$ cat config.mk
export PLATFORM = sky130hd
export DESIGN_NAME = lsu_mem_access
export DESIGN_NICKNAME = d
export VERILOG_FILES = /design/src/rtl/lsu_mem_access_pkg.sv /design/src/rtl/lsu_load_extend.sv /design/src/rtl/lsu_mem_access.sv
export SDC_FILE = /design/constraint.sdc
export NUM_CORES = 1
export LEC_CHECK = 0
export CAP_MARGIN = 10
export CELL_PAD_IN_SITES_DETAIL_PLACEMENT = 0
export CELL_PAD_IN_SITES_GLOBAL_PLACEMENT = 1
export CORE_AREA = 2 2 196 198
export CTS_BUF_LIST = sky130_fd_sc_hd__clkbuf_4
export DETAILED_ROUTE_END_ITERATION = 10
export DIE_AREA = 0 0 198 200
export PLACE_DENSITY_LB_ADDON = 0.05
export SLEW_MARGIN = 20
export SYNTH_ARGS = -nofsm -noshare
export SYNTH_HDL_FRONTEND = slang
export SYNTH_HIERARCHICAL = 1
export SYNTH_SLANG_ARGS = --single-unit
$ cat constraint.sdc
create_clock -name clk -period 8.4 [get_ports clk]
set_input_delay 1.68 -clock clk [delete_from_list [all_inputs] [get_ports clk]]
set_output_delay 1.68 -clock clk [all_outputs]
set_load 0.01 [all_outputs]
$ cat src/rtl/lsu_mem_access_pkg.sv
// rtl/lsu_mem_access_pkg.sv - shared state encoding, load-type indices and access size helpers
package lsu_mem_access_pkg;

    typedef enum logic [1:0] {
        ST_IDLE = 2'd0,
        ST_REQ  = 2'd1,
        ST_RESP = 2'd2,
        ST_DONE = 2'd3
    } lsu_state_t;

    localparam int LC_LD  = 0;
    localparam int LC_LW  = 1;
    localparam int LC_LWU = 2;
    localparam int LC_LH  = 3;
    localparam int LC_LHU = 4;
    localparam int LC_LB  = 5;
    localparam int LC_LBU = 6;

    localparam logic [7:0] WM_B = 8'h01;
    localparam logic [7:0] WM_H = 8'h03;
    localparam logic [7:0] WM_W = 8'h0F;
    localparam logic [7:0] WM_D = 8'hFF;

    // Irregular masks fall back to the span up to their highest set lane.
    function automatic logic [3:0] store_size(input logic [7:0] wmask);
        logic [3:0] sz;
        sz = 4'd0;
        case (wmask)
            WM_B:    sz = 4'd1;
            WM_H:    sz = 4'd2;
            WM_W:    sz = 4'd4;
            WM_D:    sz = 4'd8;
            default: begin
                for (int i = 0; i < 8; i++) begin
                    if (wmask[i]) sz = 4'(i + 1);
                end
            end
        endcase
        return sz;
    endfunction

    function automatic logic [3:0] load_size(input logic [6:0] l_choose);
        logic [3:0] sz;
        if (l_choose[LC_LD])                          sz = 4'd8;
        else if (l_choose[LC_LW] || l_choose[LC_LWU]) sz = 4'd4;
        else if (l_choose[LC_LH] || l_choose[LC_LHU]) sz = 4'd2;
        else                                          sz = 4'd1;
        return sz;
    endfunction

endpackage

$ cat src/rtl/lsu_load_extend.sv
// rtl/lsu_load_extend.sv - right-align a 64-bit read word and sign/zero-extend by load type
module lsu_load_extend
    import lsu_mem_access_pkg::*;
(
    input  logic [63:0] rdata,
    input  logic [2:0]  offset,
    input  logic [6:0]  l_choose,
    output logic [63:0] ext
);

    logic [63:0] shifted;

    // Lowest set l_choose bit wins; none set returns the shifted word zero-filled.
    always_comb begin
        shifted = rdata >> {offset, 3'b000};
        ext     = shifted;
        if (l_choose[LC_LD])       ext = shifted;
        else if (l_choose[LC_LW])  ext = {{32{shifted[31]}}, shifted[31:0]};
        else if (l_choose[LC_LWU]) ext = {32'd0, shifted[31:0]};
        else if (l_choose[LC_LH])  ext = {{48{shifted[15]}}, shifted[15:0]};
        else if (l_choose[LC_LHU]) ext = {48'd0, shifted[15:0]};
        else if (l_choose[LC_LB])  ext = {{56{shifted[7]}}, shifted[7:0]};
        else if (l_choose[LC_LBU]) ext = {56'd0, shifted[7:0]};
    end

endmodule

$ cat src/rtl/lsu_mem_access.sv
// rtl/lsu_mem_access.sv - load/store unit issuing one aligned 64-bit bus transaction per access
module lsu_mem_access
    import lsu_mem_access_pkg::*;
#(
    parameter int AW = 64,
    parameter int DW = 64
)
(
    input  logic          clk,
    input  logic          rst_n,
    input  logic          data_ram_en,
    input  logic          data_ram_wen,
    input  logic [7:0]    wmask,
    input  logic [6:0]    l_choose,
    input  logic [AW-1:0] addr,
    input  logic [DW-1:0] wdata,
    output logic          req_valid,
    input  logic          req_ready,
    output logic          req_wen,
    output logic [AW-1:0] req_addr,
    output logic [DW-1:0] req_wdata,
    output logic [7:0]    req_wstrb,
    input  logic          resp_valid,
    output logic          resp_ready,
    input  logic [DW-1:0] resp_rdata,
    output logic [DW-1:0] rdata,
    output logic          mem_finish,
    output logic          stall,
    output logic          misalign
);

    lsu_state_t    state;
    logic [AW-1:0] cap_addr;
    logic [DW-1:0] cap_wdata;
    logic [7:0]    cap_wmask;
    logic [6:0]    cap_lc;
    logic          cap_wen;

    logic          access;
    logic [3:0]    size;
    logic          misaligned_in;
    logic [63:0]   ext;

    assign access        = data_ram_en | data_ram_wen;
    assign size          = data_ram_wen ? store_size(wmask) : load_size(l_choose);
    assign misaligned_in = ({1'b0, addr[2:0]} + size) > 4'd8;

    // Idle with no access retires in the same cycle; any access holds the pipe until DONE.
    assign mem_finish = ((state == ST_IDLE) && !access) || (state == ST_DONE);
    assign stall      = ((state == ST_IDLE) && access) || (state == ST_REQ) || (state == ST_RESP);

    assign req_wen   = cap_wen;
    assign req_addr  = {cap_addr[AW-1:3], 3'b000};
    assign req_wdata = cap_wdata << {cap_addr[2:0], 3'b000};
    assign req_wstrb = cap_wen ? (cap_wmask << cap_addr[2:0]) : 8'h00;

    lsu_load_extend u_load_extend (
        .rdata    (resp_rdata),
        .offset   (cap_addr[2:0]),
        .l_choose (cap_lc),
        .ext      (ext)
    );

    always_ff @(posedge clk) begin
        if (!rst_n) begin
            state      <= ST_IDLE;
            req_valid  <= 1'b0;
            resp_ready <= 1'b0;
            misalign   <= 1'b0;
            rdata      <= '0;
            cap_addr   <= '0;
            cap_wdata  <= '0;
            cap_wmask  <= '0;
            cap_lc     <= '0;
            cap_wen    <= 1'b0;
        end else begin
            case (state)
                ST_IDLE: begin
                    if (access) begin
                        cap_addr  <= addr;
                        cap_wdata <= wdata;
                        cap_wmask <= wmask;
                        cap_lc    <= l_choose;
                        cap_wen   <= data_ram_wen;
                        if (misaligned_in) begin
                            state    <= ST_DONE;
                            misalign <= 1'b1;
                            rdata    <= '0;
                        end else begin
                            state     <= ST_REQ;
                            req_valid <= 1'b1;
                        end
                    end
                end
                ST_REQ: begin
                    if (req_ready) begin
                        state      <= ST_RESP;
                        req_valid  <= 1'b0;
                        resp_ready <= 1'b1;
                    end
                end
                ST_RESP: begin
                    if (resp_valid) begin
                        state      <= ST_DONE;
                        resp_ready <= 1'b0;
                        rdata      <= cap_wen ? '0 : ext;
                    end
                end
                ST_DONE: begin
                    state    <= ST_IDLE;
                    misalign <= 1'b0;
                end
                default: state <= ST_IDLE;
            endcase
        end
    end

endmodule

Yosys cells after proc, flatten, opt, wreduce, memory -nomap -nowiden
Index checks and enable logic that the tools add are counted.
{"block": "classes", "add_sub_neg": 1, "n_lt_le_gt_ge": 1, "n_eq_ne": 12, "n_shift": 3, "muxes": 41, "bitwise": 1, "n_reduce_logical": 19}
{"cell": "two-way mux 64 bit", "count": 11}
{"cell": "one-hot mux 64 bit (2 select lines)", "count": 1}
{"cell": "<< shifter 64 x 6 -> 64 bit", "count": 1}
{"cell": "right shift 64 x 6 -> 64 bit", "count": 1}
{"cell": "two-way mux 4 bit", "count": 9}
{"cell": "one-hot mux 4 bit (4 select lines)", "count": 1}
{"cell": "two-way mux 2 bit", "count": 5}
{"cell": "!= test 2 bit, second input constant", "count": 5}
{"cell": "AND reduction 3 bit", "count": 3}
{"cell": "== test 8 x 1 -> 1 bit, second input constant", "count": 1}
{"cell": "== test 8 x 2 -> 1 bit, second input constant", "count": 1}
{"cell": "== test 8 x 4 -> 1 bit, second input constant", "count": 1}
{"cell": "== test 8 bit, second input constant", "count": 1}
{"cell": "two-way mux 1 bit", "count": 8}
{"cell": "two-way mux 8 bit", "count": 1}
{"cell": "one-hot mux 2 bit (4 select lines)", "count": 1}
{"cell": "AND reduction 4 bit", "count": 2}
{"cell": "nonzero test 2 bit", "count": 4}
{"cell": "<< shifter 8 x 3 -> 8 bit", "count": 1}
{"cell": "one-hot mux 1 bit (2 select lines)", "count": 3}
{"cell": "logical OR 1 bit", "count": 5}
{"cell": "adder 3 x 4 -> 4 bit", "count": 1}
{"cell": "== test 2 bit, second input constant", "count": 2}
{"cell": "greater-than comparator 4 bit, second input constant", "count": 1}
{"cell": "other kinds (7)", "count": 8}
{"block": "totals", "ff_bits": 213, "inputBits": 213, "out_inout_bits": 206, "wordCells": 88}

Longest topological paths before layout
Gate-level depths: netlist (run 1).
{"block": "depth", "depth_word": 15, "depth_mapped": 15, "depth_no_buf": 13}

Hierarchy
The synthesis (run 1) kept the hierarchy.
{"module": "lsu_mem_access", "n_inst": 1, "cells_each": 1235, "area_per_inst_um2": 10080.9, "seq_area_each_um2": 4264.1}
{"module": "lsu_load_extend", "n_inst": 1, "cells_each": 438, "area_per_inst_um2": 2880.3, "seq_area_each_um2": 0.0}

Worst setup path after synthesis (run 1)
OpenSTA, ideal clock, no wires.
{"block": "synth_timing", "path_kind": "input-to-output", "from": "input port data_ram_wen", "to": "output port stall", "arrival_time_ps": 2798, "t_required_ps": 6720, "setup_slack_ps": 3922, "path_stages": 6, "path_buffers": 3, "cell_sequence": "buf_6 -> nor2_1 -> nor2b_1 -> clkbuf_1 -> buf_2 -> or3_1"}
{"block": "synth_between", "elab_chain_len": 4}
{"item": "start: declaration", "line": "lsu_mem_access.sv:12", "rtl": "input logic data_ram_wen,"}
{"item": "bitwise OR 1 bit", "line": "lsu_mem_access.sv:44", "rtl": "assign access = data_ram_en | data_ram_wen;"}
{"item": "logical AND 1 bit", "line": "lsu_mem_access.sv:50", "rtl": "assign stall = ((state == ST_IDLE) && access) || (state == ST_REQ) || (state == ST_RESP);"}
{"item": "logical OR 1 bit (2 in a row)", "line": "lsu_mem_access.sv:50"}
{"item": "end: declaration", "line": "lsu_mem_access.sv:28", "rtl": "output logic stall,"}
Every way passes these cells.

Final worst setup path (run 1)
{"block": "layout_timing", "from": "register cap_addr[0]", "to": "output port req_wdata[39]"}
{"block": "layout_between", "elab_chain_len": 1}
{"item": "start: declaration", "line": "lsu_mem_access.sv:33", "rtl": "logic [AW-1:0] cap_addr;"}
{"item": "start signal: assignment", "line": "lsu_mem_access.sv:80", "rtl": "cap_addr <= addr;"}
{"item": "<< shifter 64 x 6 -> 64 bit", "line": "lsu_mem_access.sv:54", "rtl": "assign req_wdata = cap_wdata << {cap_addr[2:0], 3'b000};"}
{"item": "end: declaration", "line": "lsu_mem_access.sv:21", "rtl": "output logic [DW-1:0] req_wdata,"}
Every way passes these cells.

==> metrics.yaml, run 1 <==
outcome: "finished clean"
synth_edf_count: 0
htreeDepth: 2
tns_ps: 0
grt-ovfl-total: 0
cp_slowest_cell: "buf_4"
drt-initial-drc-count: 709
clock_latency_ps: 820
setup_violations: 0
fin_crit_ps: 5490
p_seq_frac: 0.283
synth_top_flop_cell: "dfxtp_1"
post_cts_resized: 0
yosysUniqueCellTypes: 64
detail_route.wl_per_cell_um: 20.4
yosysTopAreaCellShare: 0.329
start_kind: "flip-flop"
grt_first_pass_wirelength_um: 75500
wl_um: 51200
worstReg2RegStart: "cap_addr[0]"
drive_gt1_frac: 0.0885
hold_slack_ps: 452
path_cells: "buf_4, nor2b_1, a21oi_1, o22ai_1, clkdlybuf4s50_1"
p_per_area_mw_per_mm2: 291
fmax_ghz: 0.182
drcViolationCount: 0
grt_usage: 0.249
path_delay_family: "buffers and inverters"
fillers: 3837
switching_share: 0.443
fin_nets: 2184
cap_violations: 0
via_per_inst: 5.23
clockBufferDepth: 3
cp_slowest_stage_delay_ps: 750
hold_violations: 0
synth_top_cell_by_area: "dfxtp_1"
ant_nets: 0
slew_violations: 0
yosysSeqAreaShare: 0.329
die_area_mm2: 0.0396
async_reset_ff_frac: 0
area_growth_pct: 34.9
grt_pass1_vias: 12700
hold_path.startpoint: "cap_addr[18]"
ys_warn_count: 6
fin_crit_sh: 0.653
clk_pin_slew_ps: 60
power.internal_mw: 2.83
post_cts_buffers: 0
cts-root-buf: "clkbuf_4"
dp_slack_ps: 2870
antenna_found_initial: 5
total_power_mw: 5.09
num_rows: 71
crit_arrival_ps: 3810
hold_buffers: 0
clock_sinks: 213
io_pins: 419
path_buf_inv: 2
skew_ps: 68.7
rsz0062_at_grt: "no"
cellLeakagePower_nw: 6.35
drt-pass1-iter-count: 5
routabilityCongestion: 0.889
clkPwrFrac: 0.180
ys_ff_latch: 213
synth_area_leaders: "dfxtp_1 33%, nand2_1 11%, mux2i_1 10%, a21oi_1 8.6%, a22o_1 4.4%"
cts_buffers: 60
die_h_um: 200
peakVddDrop_mv: 0.239
syn-instance-count: 1673
dp_hpwl_um: 36600
port_buffers: 415
crit_path_max_fanout: 75
cts_tree: "yes"
vias: 13100
cp-startpoint: "cap_addr[0]"
endpoint_kind: "primary output"
worstPathRequired_ps: 6720
core_area_mm2: 0.0374
die_w_um: 198
setup_slack_ps: 2910
max_slew_margin: 0.266
worst_pin_slew_ps: 1090
p_comb_frac: 0.536
p_switching_mw: 2.25
path_class: "flip-flop to primary output"
syn_area_per_cell_um2: 7.75
initial_utilization: 0.347
hp-class: "flip-flop to flip-flop"
grt_max_degree: 99
netlist_area_mm2: 0.0130
[synth_stat cells, types with 4 or more instances]
cell and n:
o22a_1 6, dfxtp_1 213, a31oi_1 11, or2_2 12, nor4_1 4, o21ai_1 4, o2bb2ai_1 9, o311ai_0 7
o21ai_0 77, a22o_1 65, buf_12 6, o21a_1 17, a21oi_1 222, a2bb2oi_1 8, nand3_1 5, clkbuf_1 84
nor2b_1 15, mux2_2 38, nand4b_1 15, and2_1 25, buf_6 4, buf_1 19, a21boi_0 8, nand2b_1 13
nor3_1 7, mux2i_1 131, nand2_1 365, buf_4 64, inv_1 12, buf_2 26, a211oi_1 14, nor2_1 87
ha_1 7, o22ai_1 16, o211ai_1 8, or3_1 10
[metal layers]
layer / wire length [µm] / up-vias / GRT usage
li1: - / 6415 / -
met1: 21000 / 6193 / 0.294
met2: 25100 / 456 / 0.436
met3: 3780 / 76 / 0.0665
met4: 1270 / 4 / 0.0872
met5: 27 / - / 0
[power groups by stage]
| stage | clock network, mW | registers, mW | logic, mW |
|---|---|---|---|
| 3_5_place_dp | 0 | 1.46 | 2.72 |
| 3_3_place_gp | 0 | 1.46 | 2.71 |
| 2_1_floorplan | 0 | 1.36 | 1.78 |
| 5_1_grt | 1.01 | 1.47 | 2.97 |
| 4_1_cts | 0.958 | 1.44 | 2.73 |
| 6_report | 0.918 | 1.44 | 2.73 |
[metrics by stage]
stage | instance area (µm²) | utilization | std cells
2_1_floorplan | 13000 | - | 1675
3_3_place_gp | 16700 | 0.448 | 2411
3_5_place_dp | 16800 | 0.448 | 2411
4_1_cts | 17500 | 0.467 | 2510
5_1_grt | 17500 | 0.468 | 2513
6_report | 17500 | 0.468 | 2514
[registers in the layout (all words and copies together), names as in the netlist]
signal      count
cap_addr       64
cap_lc          7
cap_wdata      64
cap_wmask       8
misalign        1
rdata          64
req_valid       1
req_wen         1
resp_ready      1
state           2
[path summary, 6_finish.rpt]
path | endpoint | slack [ps] | cells past startpoint
max | req_wdata[39] | 2910 | 5
min | cap_addr[18] | 450 | 2
max reg2reg | rdata[53] | 3620 | 9
min reg2reg | cap_addr[18] | 450 | 2
[cell usage in the layout, fill, tap and decap left out, drive strengths merged, types with 14 or more instances in the layout]
cell / synthesis / final
clkbuf: 85 / 84
nor2b: 15 / 15
a22o: 65 / 65
nand2: 365 / 365
buf: 119 / 15
nor2: 87 / 87
nand4b: 15 / 15
dfxtp: 213 / 213
inv: 13 / 15
mux2i: 131 / 131
and2: 25 / 25
o22ai: 16 / 16
a211oi: 14 / 14
mux2: 39 / 39
clkdlybuf4s50: 0 / 415
o21a: 17 / 17
a21oi: 225 / 225
o21ai: 82 / 82
[cell type report]
type / count / area [µm²] / share of cell area
inverter: 13 / 51.3 / 0.00293
multi-input combinational: 1245 / 7530 / 0.431
antenna: 3 / 7.51 / 0.000429
sequential: 213 / 4280 / 0.244
tap: 511 / 639 / 0.0366
clock inverter: 15 / 68.8 / 0.00393
clock buffer: 84 / 631 / 0.0361
timing repair buffer: 430 / 4290 / 0.245
[tightest hold or removal path, cell delays in order (launching register included)]
cell and delay, ps:
dfxtp_1 310, nand2_1 50, a21oi_1 50
[cells by family (layout without fill, tap and decap cells)]
kind of cell / Yosys count / count (layout) / share of synthesized area
AOI/OAI and AO/OA: 492 / 492 / 0.236
xor gates and xnor gates: 1 / 1 / 0.000676
adders and majority gates: 8 / 8 / 0.00830
buffers and inverters: 217 / 542 / 0.0938
DFF: 213 / 213 / 0.329
muxes: 173 / 173 / 0.140
other: 1 / 6 / 0.000289
and+or+nand+nor: 568 / 568 / 0.191
(Power assumes the default switching activity.)
==> run 2, diff against run 1 <==
Settings changed: CORE_AREA 2 2 196 198 to 2 2 208 210, DIE_AREA 0 0 198 200 to 0 0 210 212.
Clock period 8.4 ns to 4.5 ns, I/O delays scaled along.
==> run 2 against run 1 <==
Effect of this change: combinational power is 89% higher; critical endpoint is now req_wdata[60]; total power rose by 91%; global-route usage is 1.4 points lower; highest routed layer unchanged; wire length is 5.0% higher; largest cell class unchanged.
==> metrics.yaml, run 2 (same netlist as run 1, synthesis figures left out) <==
skew_ps: 29.4  # was 68.7 ps
path_cells: "buf_12, mux2i_1, nand2_1, o21ai_0, clkdlybuf4s50_1"  # was buf_4, nor2b_1, a21oi_1, o22ai_1, clkdlybuf4s50_1
drt-pass1-iter-count: 5  # unchanged
endpoint_kind: "primary output"  # unchanged
wl_um: 53800  # was 51200 µm
layout_commonest_cell: "clkdlybuf4s50_1"  # unchanged
grt_max_degree: 126  # was 99
port_buffers: 415  # unchanged
initial_utilization: 0.305  # was 0.347
grt_pass1_vias: 13200  # was 12700
wl_met1_um: 22500  # was 21000 µm
drive_gt1_frac: 0.0979  # was 0.0885
dr_wl_met2_um: 26000  # was 25100 µm
path_class: "flip-flop to primary output"  # unchanged
most-common-layout-cells: "415 x clkdlybuf4s50_1, 365 x nand2_1, 221 x a21oi_1"  # unchanged
hold_buffers: 0  # unchanged
setup_violations: 0  # unchanged
htreeDepth: 2  # unchanged
tns_ps: 0  # unchanged
clockBufferDepth: 3  # unchanged
max_slew_margin: 0.331  # was 0.266
antenna_found_initial: 7  # was 5
clock_latency_ps: 790  # was 820 ps
grt_usage: 0.235  # was 0.249
top_layer_used: "met5"  # unchanged
cap_violations: 0  # unchanged
grt-ovfl-total: 0  # unchanged
worstReg2RegStart: "cap_addr[1]"  # was cap_addr[0]
die_h_um: 212  # was 200 µm
ant_nets: 0  # unchanged
clock_sinks: 213  # unchanged
total_power_mw: 9.73  # was 5.09 mW
p_per_area_mw_per_mm2: 548  # was 291 mW/mm²
slew_violations: 0  # unchanged
area_growth_pct: 37.1  # was 34.9%
cp-startpoint: "cap_addr[0]"  # unchanged
die_area_mm2: 0.0445  # was 0.0396 mm²
die_w_um: 210  # was 198 µm
crit_path_max_fanout: 97  # was 75
hold_path.startpoint: "cap_addr[15]"  # was cap_addr[18]
num_rows: 76  # was 71
vias: 13200  # was 13100
routabilityCongestion: 0.880  # was 0.889
hp-class: "flip-flop to flip-flop"  # unchanged
core_area_mm2: 0.0425  # was 0.0374 mm²
rsz0062_at_grt: "no"  # unchanged
fin_nets: 2193  # was 2184
cts-root-buf: "clkbuf_4"  # unchanged
detail_route.wl_per_cell_um: 20.9  # was 20.4 µm
clk_pin_slew_ps: 60  # about the same
grt_first_pass_wirelength_um: 79900  # was 75500 µm
worstPathRequired_ps: 3600  # was 6720 ps
io_pins: 419  # unchanged
worst_pin_slew_ps: 1000  # was 1090 ps
crit_arrival_ps: 3300  # was 3810 ps
via_per_inst: 5.14  # was 5.23
dr_wl_met3_um: 3660  # was 3780 µm
drt-initial-drc-count: 706  # was 709
outcome: "finished clean"  # unchanged
start_kind: "flip-flop"  # unchanged
cellLeakagePower_nw: 6.46  # was 6.35 nW
cts_buffers: 61  # was 60
largestRegisters: "cap_addr (64), cap_wdata (64), rdata (64)"  # unchanged
peakVddDrop_mv: 0.289  # was 0.239 mV
dp_hpwl_um: 38900  # was 36600 µm
drcViolationCount: 0  # unchanged
fin_crit_ps: 4200
cp_slowest_cell: "dfxtp_4"  # was buf_4
hold_violations: 0  # unchanged
cp_slowest_stage_delay_ps: 730  # was 750 ps
cts_tree: "yes"  # unchanged
fin_crit_sh: 0.933
fmax_ghz: 0.238
==> run 2: changes by cell type in the layout (fill, tap and decap cells not counted), moves of 2 or more <==
cell and delta:
clkinv_4 +2, clkbuf_4 +10, clkinv_1 +3, buf_12 +8
inv_6 -2
==> run 2: path summary, 6_finish.rpt <==
check | endpoint | slack [ps] | cells past startpoint
setup reg to reg | rdata[22] | 1250 | 8
hold / removal | cap_addr[15] | 450 | 2
hold reg to reg | cap_addr[15] | 450 | 2
setup / recovery | req_wdata[60] | 300 | 5
==> run 2: power by group <==
group | switching, mW | internal, mW
registers | 0.443 | 2.27
logic | 2.95 | 2.22
clock network | 0.893 | 0.951
==> run 2: worst max-delay path, delay by kind of cell, from the launching register on <==
kind	cells	cell delay, ps
AO/OA/AOI/OAI	1	120
buffers and inverters	2	1020
flip-flops	1	730
multiplexers	1	460
AND/OR/NAND/NOR	1	90
==> run 2: timing repair <==
item	4_1_cts	5_1_grt
buffers inserted	0	0
hold endpoints to repair	0	0
endpoints found under the setup margin	3	0
gates resized for setup	1	0
==> run 2: per-stage QoR <==
| step | setup WS, ps | utilization | cell area [µm²] | hold slack, ps | std cells |
|---|---|---|---|---|---|
| 3_3_place_gp | 297 | 0.399 | 17000 | 441 | 2455 |
| 5_1_grt | 8.18 | 0.418 | 17800 | 472 | 2570 |
| 4_1_cts | 183 | 0.418 | 17800 | 455 | 2568 |
| 3_5_place_dp | 323 | 0.399 | 17000 | 446 | 2455 |
| 6_report | 301 | 0.418 | 17800 | 452 | 2570 |
| 2_1_floorplan | 1010 | - | 13000 | 433 | 1675 |
==> run 2: layout make-up <==
class	count	area, µm²
fillers	4464	24700
multi-input cells	1245	7540
repair buffers	438	4430
flip-flops and latches	213	4280
clock buffers	94	706
well taps	546	683
clock inverters	19	83.8
inverters	13	51.3
diodes	2	5.00
==> run 2: per-layer routing <==
metal | vias to the layer above | global-route usage
met5 | - | 0
met4 | 10 | 0.0790
met3 | 89 | 0.0668
met2 | 429 | 0.409
met1 | 6233 | 0.278
li1 | 6444 | -
